`config.mk`:
```
export PLATFORM = sky130hd
export DESIGN_NAME = pipe_stage_em
export DESIGN_NICKNAME = d
export VERILOG_FILES = /design/src/rtl/pipe_pkg.sv /design/src/rtl/skid_buf_2.sv /design/src/rtl/pipe_stage_em.sv
export SDC_FILE = /design/constraint.sdc
export NUM_CORES = 1
export LEC_CHECK = 0
export BUFFER_PORTS_ARGS = -buffer_cell sky130_fd_sc_hd__buf_4
export CORE_ASPECT_RATIO = 1.4
export CORE_MARGIN = 4
export CORE_UTILIZATION = 49
export CTS_CLUSTER_DIAMETER = 60
export DETAILED_ROUTE_END_ITERATION = 10
export HOLD_SLACK_MARGIN = 0.15
export MAX_ROUTING_LAYER = met4
export PLACE_DENSITY = 0.77
export SYNTH_ARGS = -nofsm -noshare
export SYNTH_HDL_FRONTEND = slang
export SYNTH_SLANG_ARGS = --single-unit
```
`constraint.sdc`:
```
create_clock -name CLK -period 1.75 [get_ports CLK]
set_input_delay 0.0875 -clock CLK [delete_from_list [all_inputs] [get_ports CLK]]
set_output_delay 0.0875 -clock CLK [all_outputs]
set_load 0.03 [all_outputs]
```
`src/rtl/pipe_pkg.sv`:
```
// Shared EX/MEM stage types: payload struct, skid-buffer state encoding.
// Latency: n/a (types and helpers only).
// Backpressure: n/a.
package pipe_pkg;

   localparam int EM_ADDR_W = 5;
   localparam int EM_DATA_W = 32;
   localparam int EM_F3_W   = 3;
   localparam int EM_OP_W   = 7;

   // Occupancy-named states: the state value doubles as the entry count.
   typedef enum logic [1:0] {
      EMPTY = 2'd0,
      ONE   = 2'd1,
      TWO   = 2'd2
   } em_state_t;

   // Everything EX hands to MEM for one instruction.
   typedef struct packed {
      logic                 reg_write;
      logic                 mem_write;
      logic                 mem_read;
      logic [1:0]           result_src;
      logic [EM_DATA_W-1:0] alu_result;
      logic [EM_DATA_W-1:0] write_data;
      logic [EM_DATA_W-1:0] pc_plus4;
      logic [EM_ADDR_W-1:0] rd;
      logic [EM_F3_W-1:0]   funct3;
      logic [EM_OP_W-1:0]   op;
   } em_payload_t;

   // Entries held in a given state.
   function automatic logic [1:0] occ_of(em_state_t s);
      case (s)
         ONE:     occ_of = 2'd1;
         TWO:     occ_of = 2'd2;
         default: occ_of = 2'd0;
      endcase
   endfunction

endpackage

```
`src/rtl/skid_buf_2.sv`:
```
// Generic two-entry skid buffer (main entry drives the output, skid absorbs one extra).
// Latency: 1 cycle from accept to output when empty, or when one entry is consumed alongside.
// Backpressure: in_rdy is a pure state decode (low only when both entries full); clr empties it.
module skid_buf_2
   import pipe_pkg::*;
#(
   parameter int W = 8
) (
   input  logic         clk,
   input  logic         rst_n,
   input  logic         clr,
   input  logic         in_vld,
   output logic         in_rdy,
   input  logic [W-1:0] in_dat,
   output logic         out_vld,
   input  logic         out_rdy,
   output logic [W-1:0] out_dat,
   output logic [1:0]   occ
);

   em_state_t    state;
   logic [W-1:0] main_q;
   logic [W-1:0] skid_q;
   logic         accept;
   logic         consume;

   assign in_rdy  = (state != TWO);
   assign out_vld = (state != EMPTY);
   assign occ     = occ_of(state);
   assign out_dat = main_q;
   assign accept  = in_vld & in_rdy;
   assign consume = out_vld & out_rdy;

   // Occupancy FSM; main is never cleared except by reset so data holds when empty.
   always_ff @(posedge clk or negedge rst_n) begin
      if (!rst_n) begin
         state  <= EMPTY;
         main_q <= '0;
         skid_q <= '0;
      end else if (clr) begin
         state <= EMPTY;
      end else begin
         case (state)
            EMPTY: begin
               if (accept) begin
                  main_q <= in_dat;
                  state  <= ONE;
               end
            end
            ONE: begin
               if (accept && consume) begin
                  main_q <= in_dat;
               end else if (accept) begin
                  skid_q <= in_dat;
                  state  <= TWO;
               end else if (consume) begin
                  state <= EMPTY;
               end
            end
            TWO: begin
               if (consume) begin
                  main_q <= skid_q;
                  state  <= ONE;
               end
            end
            default: state <= EMPTY;
         endcase
      end
   end

endmodule

```
`src/rtl/pipe_stage_em.sv`:
```
// EX/MEM pipeline register with a two-entry skid buffer, flush, and bubble gating of writes.
// Latency: 1 cycle EX accept to *M when empty or when MEM consumes in the same cycle.
// Backpressure: ReadyE drops only when both entries are held; never combinational on ReadyM.
module pipe_stage_em
   import pipe_pkg::*;
#(
   parameter int ADDRESS_WIDTH = 5,
   parameter int DATA_WIDTH    = 32,
   parameter int FUNCT3_WIDTH  = 3,
   parameter int OP_WIDTH      = 7
) (
   input  logic                     CLK,
   input  logic                     RST_N,
   input  logic                     FlushM,
   input  logic                     ValidE,
   output logic                     ReadyE,
   input  logic                     RegWriteE,
   input  logic                     MemWriteE,
   input  logic                     MemReadE,
   input  logic [1:0]               ResultSrcE,
   input  logic [DATA_WIDTH-1:0]    ALUResultE,
   input  logic [DATA_WIDTH-1:0]    WriteDataE,
   input  logic [DATA_WIDTH-1:0]    PCPlus4E,
   input  logic [ADDRESS_WIDTH-1:0] RdE,
   input  logic [FUNCT3_WIDTH-1:0]  funct3E,
   input  logic [OP_WIDTH-1:0]      opE,
   output logic                     ValidM,
   input  logic                     ReadyM,
   output logic                     RegWriteM,
   output logic                     MemWriteM,
   output logic                     MemReadM,
   output logic [1:0]               ResultSrcM,
   output logic [DATA_WIDTH-1:0]    ALUResultM,
   output logic [DATA_WIDTH-1:0]    WriteDataM,
   output logic [ADDRESS_WIDTH-1:0] RdM,
   output logic [DATA_WIDTH-1:0]    PCPlus4M,
   output logic [FUNCT3_WIDTH-1:0]  funct3M,
   output logic [OP_WIDTH-1:0]      opM,
   output logic [1:0]               OccM
);

   localparam int PW = $bits(em_payload_t);

   em_payload_t pay_in;
   em_payload_t pay_out;
   logic        buf_vld;

   // Pack the EX fields into the shared payload layout.
   always_comb begin
      pay_in            = '0;
      pay_in.reg_write  = RegWriteE;
      pay_in.mem_write  = MemWriteE;
      pay_in.mem_read   = MemReadE;
      pay_in.result_src = ResultSrcE;
      pay_in.alu_result = EM_DATA_W'(ALUResultE);
      pay_in.write_data = EM_DATA_W'(WriteDataE);
      pay_in.pc_plus4   = EM_DATA_W'(PCPlus4E);
      pay_in.rd         = EM_ADDR_W'(RdE);
      pay_in.funct3     = EM_F3_W'(funct3E);
      pay_in.op         = EM_OP_W'(opE);
   end

   // Flush clears occupancy at the edge, winning over any accept/consume that cycle.
   skid_buf_2 #(.W(PW)) u_skid (
      .clk     (CLK),
      .rst_n   (RST_N),
      .clr     (FlushM),
      .in_vld  (ValidE),
      .in_rdy  (ReadyE),
      .in_dat  (pay_in),
      .out_vld (buf_vld),
      .out_rdy (ReadyM),
      .out_dat (pay_out),
      .occ     (OccM)
   );

   assign ValidM = buf_vld;

   // Write-type controls are qualified by ValidM so a bubble can never write.
   assign RegWriteM = pay_out.reg_write & buf_vld;
   assign MemWriteM = pay_out.mem_write & buf_vld;
   assign MemReadM  = pay_out.mem_read  & buf_vld;

   // Data fields pass straight through and therefore hold while empty.
   assign ResultSrcM = pay_out.result_src;
   assign ALUResultM = DATA_WIDTH'(pay_out.alu_result);
   assign WriteDataM = DATA_WIDTH'(pay_out.write_data);
   assign PCPlus4M   = DATA_WIDTH'(pay_out.pc_plus4);
   assign RdM        = ADDRESS_WIDTH'(pay_out.rd);
   assign funct3M    = FUNCT3_WIDTH'(pay_out.funct3);
   assign opM        = OP_WIDTH'(pay_out.op);

endmodule

```
# Yosys cells after proc, flatten, opt, wreduce, memory -nomap -nowiden
# Cells that the tools add are included.
# op_classes
n_div,0
mux,12
n_lt_le_gt_ge,0
eq_ne,10
shift,0
multipliers,0
n_reduce_logical,7
n_bitwise,7
addsub,0
# op_table
op,count
116-bit two-way mux,3
116-bit case mux with 3 select lines,1
2-bit two-way mux,6
4-bit AND reduction,2
"2-bit by 1-bit != test with 1-bit output, second input constant",3
"3-bit by 2-bit != test with 1-bit output, second input constant",2
2-bit case mux with 3 select lines,1
1-bit AND,5
5-bit AND reduction,1
"4-bit by 2-bit != test with 1-bit output, second input constant",1
2-bit case mux with 2 select lines,1
"3-bit != test, second input constant",1
3-bit nonzero test,1
"2-bit by 1-bit == test with 1-bit output, second input constant",1
"2-bit == test, second input constant",1
2-bit logical NOT,1
"2-bit != test, second input constant",1
1-bit inverter,2
2-bit nonzero test,1
1-bit logical AND,1
# word_totals
ramBits,0
out_inout_bits,120
input_bits,121
latch_bits,0
register_bits,234
elab_cells,39
mem_bits_ro,0
memories,0

# Logic depth before layout (Yosys ltp)
# Gate-level depths: netlist of the first run.
# depth
ltp_word,7
mapped_depth,7
mapped_depth_nobuf,4

# Cells and area by module
# From an unflattened synthesis of the first run, not the netlist that was laid out.
# unflattened
hier_cells,639
area_unflattened_um2,10117.2
# by_module_without_submodules
mod,instances,seq_area_each_um2,cells_each,area_per_inst_um2
skid_buf_2,1,5855.6,636,10098.4
pipe_stage_em,1,0.0,3,18.8

# Least setup slack after synthesis of the first run
# OpenSTA, ideal clock, no wires.
# synth_timing
path_kind,reg2reg
from,register u_skid.state[0]
to,"register u_skid.main_q[107], in the netlist u_skid.out_dat[107]"
setup_ns,0.125
n_path_buf,2
path_stages_with_launch,7
required_time_ns,1.625
slack_ns,-0.306
t_arrival_ns,1.931
synth_period_minus_slack_ns,2.056
path_cell_list,dfrtp_1 buf_4 nand2b_1 inv_2 buf_2 mux2_2 mux2_2
# synth_via
elab_chain_len,5
elab_cells_between_ends,14
cone_classes,eq/ne: 6; mux: 1; bitwise: 2; reduce/logical: 5
# synth_rtl
element,line_no,text
start: declaration,skid_buf_2.sv:21,em_state_t state;
start signal: assignment,skid_buf_2.sv:37,state <= EMPTY;
start signal: assignment,skid_buf_2.sv:41,state <= EMPTY;
start signal: assignment,skid_buf_2.sv:47,state <= ONE;
2-bit != test *,skid_buf_2.sv:27,assign in_rdy = (state != TWO);
named net ReadyE,pipe_stage_em.sv:16,"output logic ReadyE,"
1-bit AND *,skid_buf_2.sv:31,assign accept = in_vld & in_rdy;
1-bit logical AND,skid_buf_2.sv:51,if (accept && consume) begin
2-bit by 1-bit != test with 1-bit output (no line),-,
5-bit AND reduction (no line) *,-,
end signal: assignment,skid_buf_2.sv:46,main_q <= in_dat;
end signal: assignment,skid_buf_2.sv:52,main_q <= in_dat;
end signal: assignment,skid_buf_2.sv:62,main_q <= skid_q;
end: declaration,skid_buf_2.sv:22,logic [W-1:0] main_q;
# Mark *: on every way through the listed nets, which the timed path passes. The rest lies on a longest branch.
# A chain may end at the register's enable or synchronous reset.

# Worst setup path in the final report of the first run
# layout_timing
from,register u_skid.state[1]
to,"register u_skid.main_q[12], in the netlist u_skid.out_dat[12]"
# layout_via
elab_chain_len,5
elab_cells_between_ends,14
cone_classes,eq/ne: 6; mux: 1; bitwise: 2; reduce/logical: 5
# layout_rtl
element,line_no
2-bit != test / 2-bit nonzero test (equally long branches),"skid_buf_2.sv:27, skid_buf_2.sv:28"
"1-bit AND, on equally long branches","skid_buf_2.sv:31, skid_buf_2.sv:32"
1-bit logical AND,skid_buf_2.sv:51
2-bit by 1-bit != test with 1-bit output (no line),-
5-bit AND reduction (no line),-
# Parallel ways exist; a longest one is shown, timed or not.

==> flow_summary_export.csv, run 1 <==
group,metric,value,unit
sta,worst_pin_slew,0.345,ns
route,dr.first_iter.drc_count,188,
yosys,yosysWarningCount,0,
critical_path,cp_max_fo,18,
sta,hold_viol,0,
clock_tree,cts_tree,"done",
pwr,pwr-share-comb,0.282,
yosys,synth.most_common_cell,"mux2_2",
sta,rsz0062_at_grt,"yes",
pwr,leakagePower,0.00687,uW
sta,finalCritPeriodShare,1.10,
yosys,syn_area_per_cell,14.7,sq um
floorplanning,core,0.0220,sq mm
route,firstDrtPassIters,4,
yosys,synth_edf_count,0,
floorplanning,dieArea,0.0251,sq mm
placed_design,dp_hpwl,14.7,mm
critical_path,end_kind,"flip-flop",
critical_path,reg2regPathDepth,5,
route,vias,6748,
critical_path,critPathLaunchType,"flip-flop",
global_route,grt_pass1_vias,7325,
floorplanning,io_pins,241,
yosys,synth_cell_types,22,
yosys,synthArstFlopShare,1.00,
route,routed_wl,25.0,mm
pwr,pwr-share-seq,0.433,
sta,finalClockSkew,0.00758,ns
final_layout,stdcell_count,1338,
sta,relSlewSlack,0.770,
clock_tree,cts_buffers,23,
sta,max_freq,519,MHz
pwr,irDropWorstVdd,0.842,mV
run_status,violations,"negative setup slack",
floorplanning,chipWidth,135,um
yosys,synth_commonest_cells,"mux2_2, dfrtp_1, buf_4",
yosys,synth_top_area_cell,"dfrtp_1",
final_layout,nets,1148,
placed_design,dp.cells,1161,
pwr,switching_share,0.288,
yosys,netlist_area,0.0111,sq mm
sta,whs,0.180,ns
pwr,clkPwrFrac,0.285,
critical_path,critPathKind,"reg -> reg",
clock_tree,path_clk_slew,0.06,ns
final_layout,drive_gt1_frac,0.645,
clock_tree,clock-sinks,234,
yosys,ys_seq_area_frac,0.530,
yosys,synthesis.nets,874,
route,drc_errors,0,
route,wire_per_inst,18.7,um
clock_tree,cts_root_buffer,"clkbuf_16",
placed_design,place.gp.congestion,0.784,
clock_tree,cts.htree.levels,1,
sta,post-route-min-period,1.93,ns
global_route,antenna_found_initial,1,
floorplanning,rows,64,
yosys,ys.flop_type,"dfrtp_1",
min_path,hp-class,"in -> async",
yosys,syn_inst,753,
sta,setup_violations,116,
floorplanning,start_util,0.502,
route,route.detailed.vias_per_inst,5.04,
flow_run,maxCapViolCount,0,
yosys,synth-seq-cells,234,
placed_design,port_buffers,240,
final_layout,area_growth,35.8,%
critical_path,cp.required,2.13,ns
pwr,power.net_switching,4940,uW
critical_path,r2r-start,"u_skid.state[1]",
floorplanning,fp.dieH,186,um
critical_path,reg2reg_to,"u_skid.out_dat[12]",
clock_tree,clockBufferDepth,3,
run_status,status,"complete, but fails checks",
global_route,globalRoute.totalOverflow,0,
global_route,grt_first_pass_wirelength,37.6,mm
route,ant_nets,0,
yosys,yosys.area.top_type_share,0.530,
sta,layout_setup_ws,-0.178,ns
pwr,p_per_area,1140,mW/mm^2
pwr,p_int,12200,uW
yosys,synthTopCellsByArea,"dfrtp_1, mux2_2, buf_4, mux2_4, buf_6",
critical_path,reg2reg_slack,-0.18,ns
sta,slew_violations,0,
critical_path,cp.arrival,2.31,ns
global_route,track_usage,0.190,
global_route,grt_max_degree,64,
clock_tree,worstSkewPairLatency,0.50,ns
-- placed cells by master (no fill, tap or decap) --
| master | Yosys | routed |
|---|---|---|
| o31ai_4 | 1 | 1 |
| buf_6 | 9 | 6 |
| inv_6 | 0 | 1 |
| mux2i_2 | 0 | 1 |
| or4bb_4 | 0 | 1 |
| dlygate4sd3_1 | 0 | 120 |
| clkbuf_16 | 0 | 28 |
| buf_12 | 0 | 11 |
| dfrtp_2 | 0 | 1 |
| diode_2 | 0 | 1 |
| o21ba_2 | 1 | 1 |
| bufinv_16 | 0 | 1 |
| clkinv_8 | 0 | 1 |
| nor2_1 | 3 | 2 |
| dfrtp_1 | 234 | 233 |
| nor2b_2 | 0 | 1 |
| mux2_4 | 10 | 58 |
| clkbuf_8 | 0 | 9 |
| nor2b_1 | 5 | 4 |
| nand2b_4 | 0 | 1 |
| or3b_2 | 1 | 1 |
| clkbuf_1 | 7 | 5 |
| bufbuf_16 | 0 | 2 |
| mux2_2 | 336 | 290 |
| nand3_4 | 0 | 1 |
| inv_1 | 1 | 1 |
| buf_8 | 0 | 4 |
| a21oi_1 | 2 | 2 |
| buf_4 | 122 | 246 |
| nand2_1 | 1 | 1 |
| buf_16 | 0 | 4 |
| nor3_1 | 1 | 1 |
| nor2_4 | 0 | 1 |
-- worst max-delay path by stage --
stage | from | to | slack (ns)
after global placement | u_skid.state[1] | u_skid.out_dat[93] | -0.17
after global routing | u_skid.state[1] | u_skid.out_dat[31] | -0.21
after floorplan | u_skid.state[1] | u_skid.out_dat[75] | -0.12
final | u_skid.state[1] | u_skid.out_dat[12] | -0.18
after CTS | u_skid.state[1] | u_skid.out_dat[26] | -0.20
after detailed placement | u_skid.state[1] | u_skid.out_dat[86] | -0.19
-- per-layer routing --
metal  vias up  track usage  routed length [um]
met4         0       0.0573                 539
met3        40       0.0392                1390
met2       187        0.330               13000
met1      3448        0.223               10100
li1       3073            -                   -
met5         -            -                   0
-- worst max-delay path, stage by stage (launching register included) --
cell and delay [ns]:
dfrtp_2 0.40, or4bb_4 0.53, o31ai_4 0.11, buf_12 0.19, clkbuf_16 0.21, mux2_2 0.35
-- flip-flops by register name, summed over array words and instances, names as in the netlist --
register and flops:
u_skid.out_dat 116, u_skid.state 2, u_skid.skid_q 116
-- timing repair --
item	4_1_cts	5_1_grt
cloned	3	8
hold buffers	121	0
gates resized for setup	11	57
hold endpoints to repair	468	0
setup buffers	4	2
setup endpoints to repair	120	116
-- layout make-up --
class / instances / area [sq um]
Antenna cell: 1 / 2.50
Clock buffer: 37 / 718
Clock inverter: 1 / 30.0
Fill cell: 1466 / 7010
Inverter: 2 / 20.0
Multi-Input combinational cell: 367 / 4310
Sequential cell: 234 / 5860
Tap cell: 297 / 372
Timing Repair Buffer: 398 / 3700
Timing Repair inverter: 1 / 8.76
-- stage by stage --
| stage | cell area, sq um | total power (uW) | worst slack (ns) | setup TNS, ns | util |
|---|---|---|---|---|---|
| 6_report | 15000 | 17200 | -0.178 | -16.15 | 0.682 |
| 5_1_grt | 15000 | 18000 | -0.211 | -20.59 | 0.682 |
| 4_1_cts | 14600 | 17100 | -0.203 | -17.73 | 0.664 |
| 3_5_place_dp | 12500 | 11800 | -0.187 | -16.85 | 0.567 |
| 3_3_place_gp | 12500 | 11700 | -0.167 | -15.40 | 0.567 |
| 2_1_floorplan | 11100 | 10900 | -0.123 | -6.34 | - |
-- power by group through the flow --
stage	Sequential, uW	Clock, uW	Combinational (uW)
floorplan	7250	0	3630
global placement	7430	0	4260
detailed placement	7490	0	4350
CTS	7400	5030	4630
global route	7590	5240	5140
finish	7440	4890	4850
-- logic make-up (layout without fill, tap and decap cells) --
logic type             after synthesis  in the layout  share of synthesized area
muxes                              349            349                      0.359
AOI/OAI and AO/OA                    4              4                    0.00373
and+or+nand+nor                     14             14                    0.00747
buffers and inverters              152            439                      0.100
other                                0              1                          0
DFF                                234            234                      0.530
No activity file was read; power rests on OpenSTA's default activity.
==> run 2, diff against run 1 <==
--- a/config.mk
+++ b/config.mk
@@ -10,10 +10,13 @@
 export CORE_MARGIN = 4
 export CORE_UTILIZATION = 49
 export CTS_CLUSTER_DIAMETER = 60
+export CTS_CLUSTER_SIZE = 8
 export DETAILED_ROUTE_END_ITERATION = 10
+export GPL_TIMING_DRIVEN = 0
 export HOLD_SLACK_MARGIN = 0.15
 export MAX_ROUTING_LAYER = met4
 export PLACE_DENSITY = 0.77
+export SETUP_SLACK_MARGIN = 0.02
 export SYNTH_ARGS = -nofsm -noshare
 export SYNTH_HDL_FRONTEND = slang
 export SYNTH_SLANG_ARGS = --single-unit
==> flow_summary_export.csv, run 2 (same netlist as run 1, synthesis figures left out) <==
group,metric,value,unit
run_status,status,"complete, but fails checks",
run_status,violations,"negative setup slack",
clock_tree,clock-sinks,234,
floorplanning,core,0.0220,sq mm
sta,worst_pin_slew,0.586,ns
clock_tree,cts_root_buffer,"clkbuf_16",
sta,rsz0062_at_grt,"yes",
sta,layout_setup_ws,-0.184,ns
floorplanning,fp.dieH,186,um
final_layout,fill_cells,1333,
route,routed_wl,28.3,mm
critical_path,critical_path.cell_chain,"or4bb_1 -> o31ai_4 -> buf_12 -> clkbuf_16 -> mux2_4",
sta,slew_violations,0,
critical_path,crit_family,"simple AND/OR/NAND/NOR gates",
sta,setup_violations,166,
pwr,leakagePower,0.00782,uW
sta,hold_viol,0,
global_route,antenna_found_initial,0,
critical_path,cp.required,2.11,ns
floorplanning,dieArea,0.0251,sq mm
clock_tree,worstSkewPairLatency,0.48,ns
clock_tree,cts_buffers,35,
critical_path,critPathMaxStageDelay,0.52,ns
final_layout,area_growth,49.8,%
clock_tree,path_clk_slew,0.05,ns
sta,max_freq,517,MHz
placed_design,port_buffers,240,
final_layout,final_common_cell,"buf_4",
final_layout,regArea,0.00586,sq mm
critical_path,endpoint,"u_skid.out_dat[99]",
critical_path,cp_max_fo,9,
critical_path,startpoint,"u_skid.state[1]",
global_route,track_usage,0.215,
placed_design,dp.cells,1292,
route,route.detailed.vias_per_inst,4.97,
route,drc_errors,0,
global_route,grt_first_pass_wirelength,42.1,mm
final_layout,multi_input_area,0.00441,sq mm
floorplanning,io_pins,241,
floorplanning,start_util,0.502,
placed_design,dp_hpwl,16.3,mm
route,firstDrtPassIters,4,
pwr,irDropWorstVdd,0.998,mV
min_path,hp-class,"in -> reg",
route,dr.first_iter.drc_count,220,
sta,finalClockSkew,0.0123,ns
pwr,p_per_area,1160,mW/mm^2
floorplanning,rows,64,
final_layout,fin_util,0.752,
critical_path,cp.arrival,2.30,ns
critical_path,reg2regPathDepth,5,
sta,relSlewSlack,0.609,
final_layout,antenna_cells,0,
global_route,grt_max_degree,109,
critical_path,cp.depth,5,
global_route,globalRoute.totalOverflow,0,
clock_tree,cts_tree,"done",
min_path,whs_path_depth,4,
critical_path,path_buf_inv,2,
critical_path,end_kind,"flip-flop",
critical_path,crit_slowest_cell,"or4bb_1",
sta,post-route-min-period,1.93,ns
sta,finalCritPeriodShare,1.11,
critical_path,critPathLaunchType,"flip-flop",
final_layout,mostFrequentLayoutCells,"buf_4, mux2_2, dfrtp_1",
critical_path,reg2reg_to,"u_skid.out_dat[99]",
placed_design,pre_cts_ws,-0.379,ns
critical_path,critPathKind,"reg -> reg",
clock_tree,cts.htree.levels,2,
global_route,grt_pass1_vias,8195,
route,ant_nets,0,
critical_path,r2r-start,"u_skid.state[1]",
route,wire_per_inst,19.1,um
clock_tree,clockBufferDepth,3,
placed_design,place.gp.congestion,0.747,
flow_run,maxCapViolCount,0,
final_layout,stdcell_count,1482,
route,vias,7368,
final_layout,drive_gt1_frac,0.689,
floorplanning,chipWidth,135,um
critical_path,reg2reg_slack,-0.18,ns
final_layout,nets,1304,
run 2: cell count changes in the layout (fill, tap and decap cells not counted), moves of 3 or more:
| cell | delta |
|---|---|
| mux2_4 | +24 |
| clkbuf_8 | -9 |
| mux2_2 | -24 |
| buf_8 | +7 |
| buf_2 | +3 |
| buf_6 | +12 |
| clkbuf_16 | +17 |
| buf_4 | +114 |
| clkbuf_1 | -4 |
| buf_12 | +5 |
run 2: timing repair:
action | CTS | global route
setup endpoints to repair | 237 | 210
gates cloned | 4 | 9
resized for setup | 68 | 138
hold buffers | 121 | 1
endpoints found under the hold margin | 468 | 20
buffers inserted | 12 | 7
pin swaps | 3 | 2
run 2: layout make-up:
class,count,share of cell area
clock buffer,38,0.0561
sequential,234,0.354
tap,297,0.0224
buffer,148,0.0835
multi-input combinational,368,0.266
timing repair buffer,394,0.216
inverter,2,0.00121
clock inverter,1,0.000529
run 2: worst min-delay path: stages:
cell,delay [ns]
buf_4,0.11
o31ai_4,0.10
buf_12,0.17
mux2_2,0.22
run 2: how the worst min path moves through the flow:
stage / from / endpoint / slack, ns
2_1_floorplan: RST_N / u_skid.out_dat[0] / -0.21
3_3_place_gp: ReadyM / u_skid.state[1] / 0.29
3_5_place_dp: RST_N / u_skid.skid_q[46] / -0.06
4_1_cts: FlushM / u_skid.out_dat[115] / 0.22
5_1_grt: FlushM / u_skid.out_dat[115] / 0.25
6_report: FlushM / u_skid.out_dat[115] / 0.25
run 2: per-layer routing:
| metal | global-route usage | share of wire |
|---|---|---|
| met5 | - | 0 |
| met4 | 0.0613 | 0.026 |
| met3 | 0.0419 | 0.048 |
| met2 | 0.384 | 0.54 |
| met1 | 0.248 | 0.39 |
run 2: stage by stage:
step	hold WS, ns	TNS (ns)	instance area [sq um]	total power [uW]
6_report	0.248	-17.95	16600	19200
5_1_grt	0.250	-26.60	16600	20100
4_1_cts	0.220	-21.63	15900	19000
3_5_place_dp	-0.0609	-63.91	13300	12600
3_3_place_gp	0.287	-360.63	13300	12400
2_1_floorplan	-0.208	-6.34	11100	10900
run 2: power by group:
part	switching, uW	internal (uW)	leakage, uW
clock network	2220	3700	0.000461
logic	2540	3320	0.00455
registers	702	6750	0.00281
total	5470	13800	0.00782
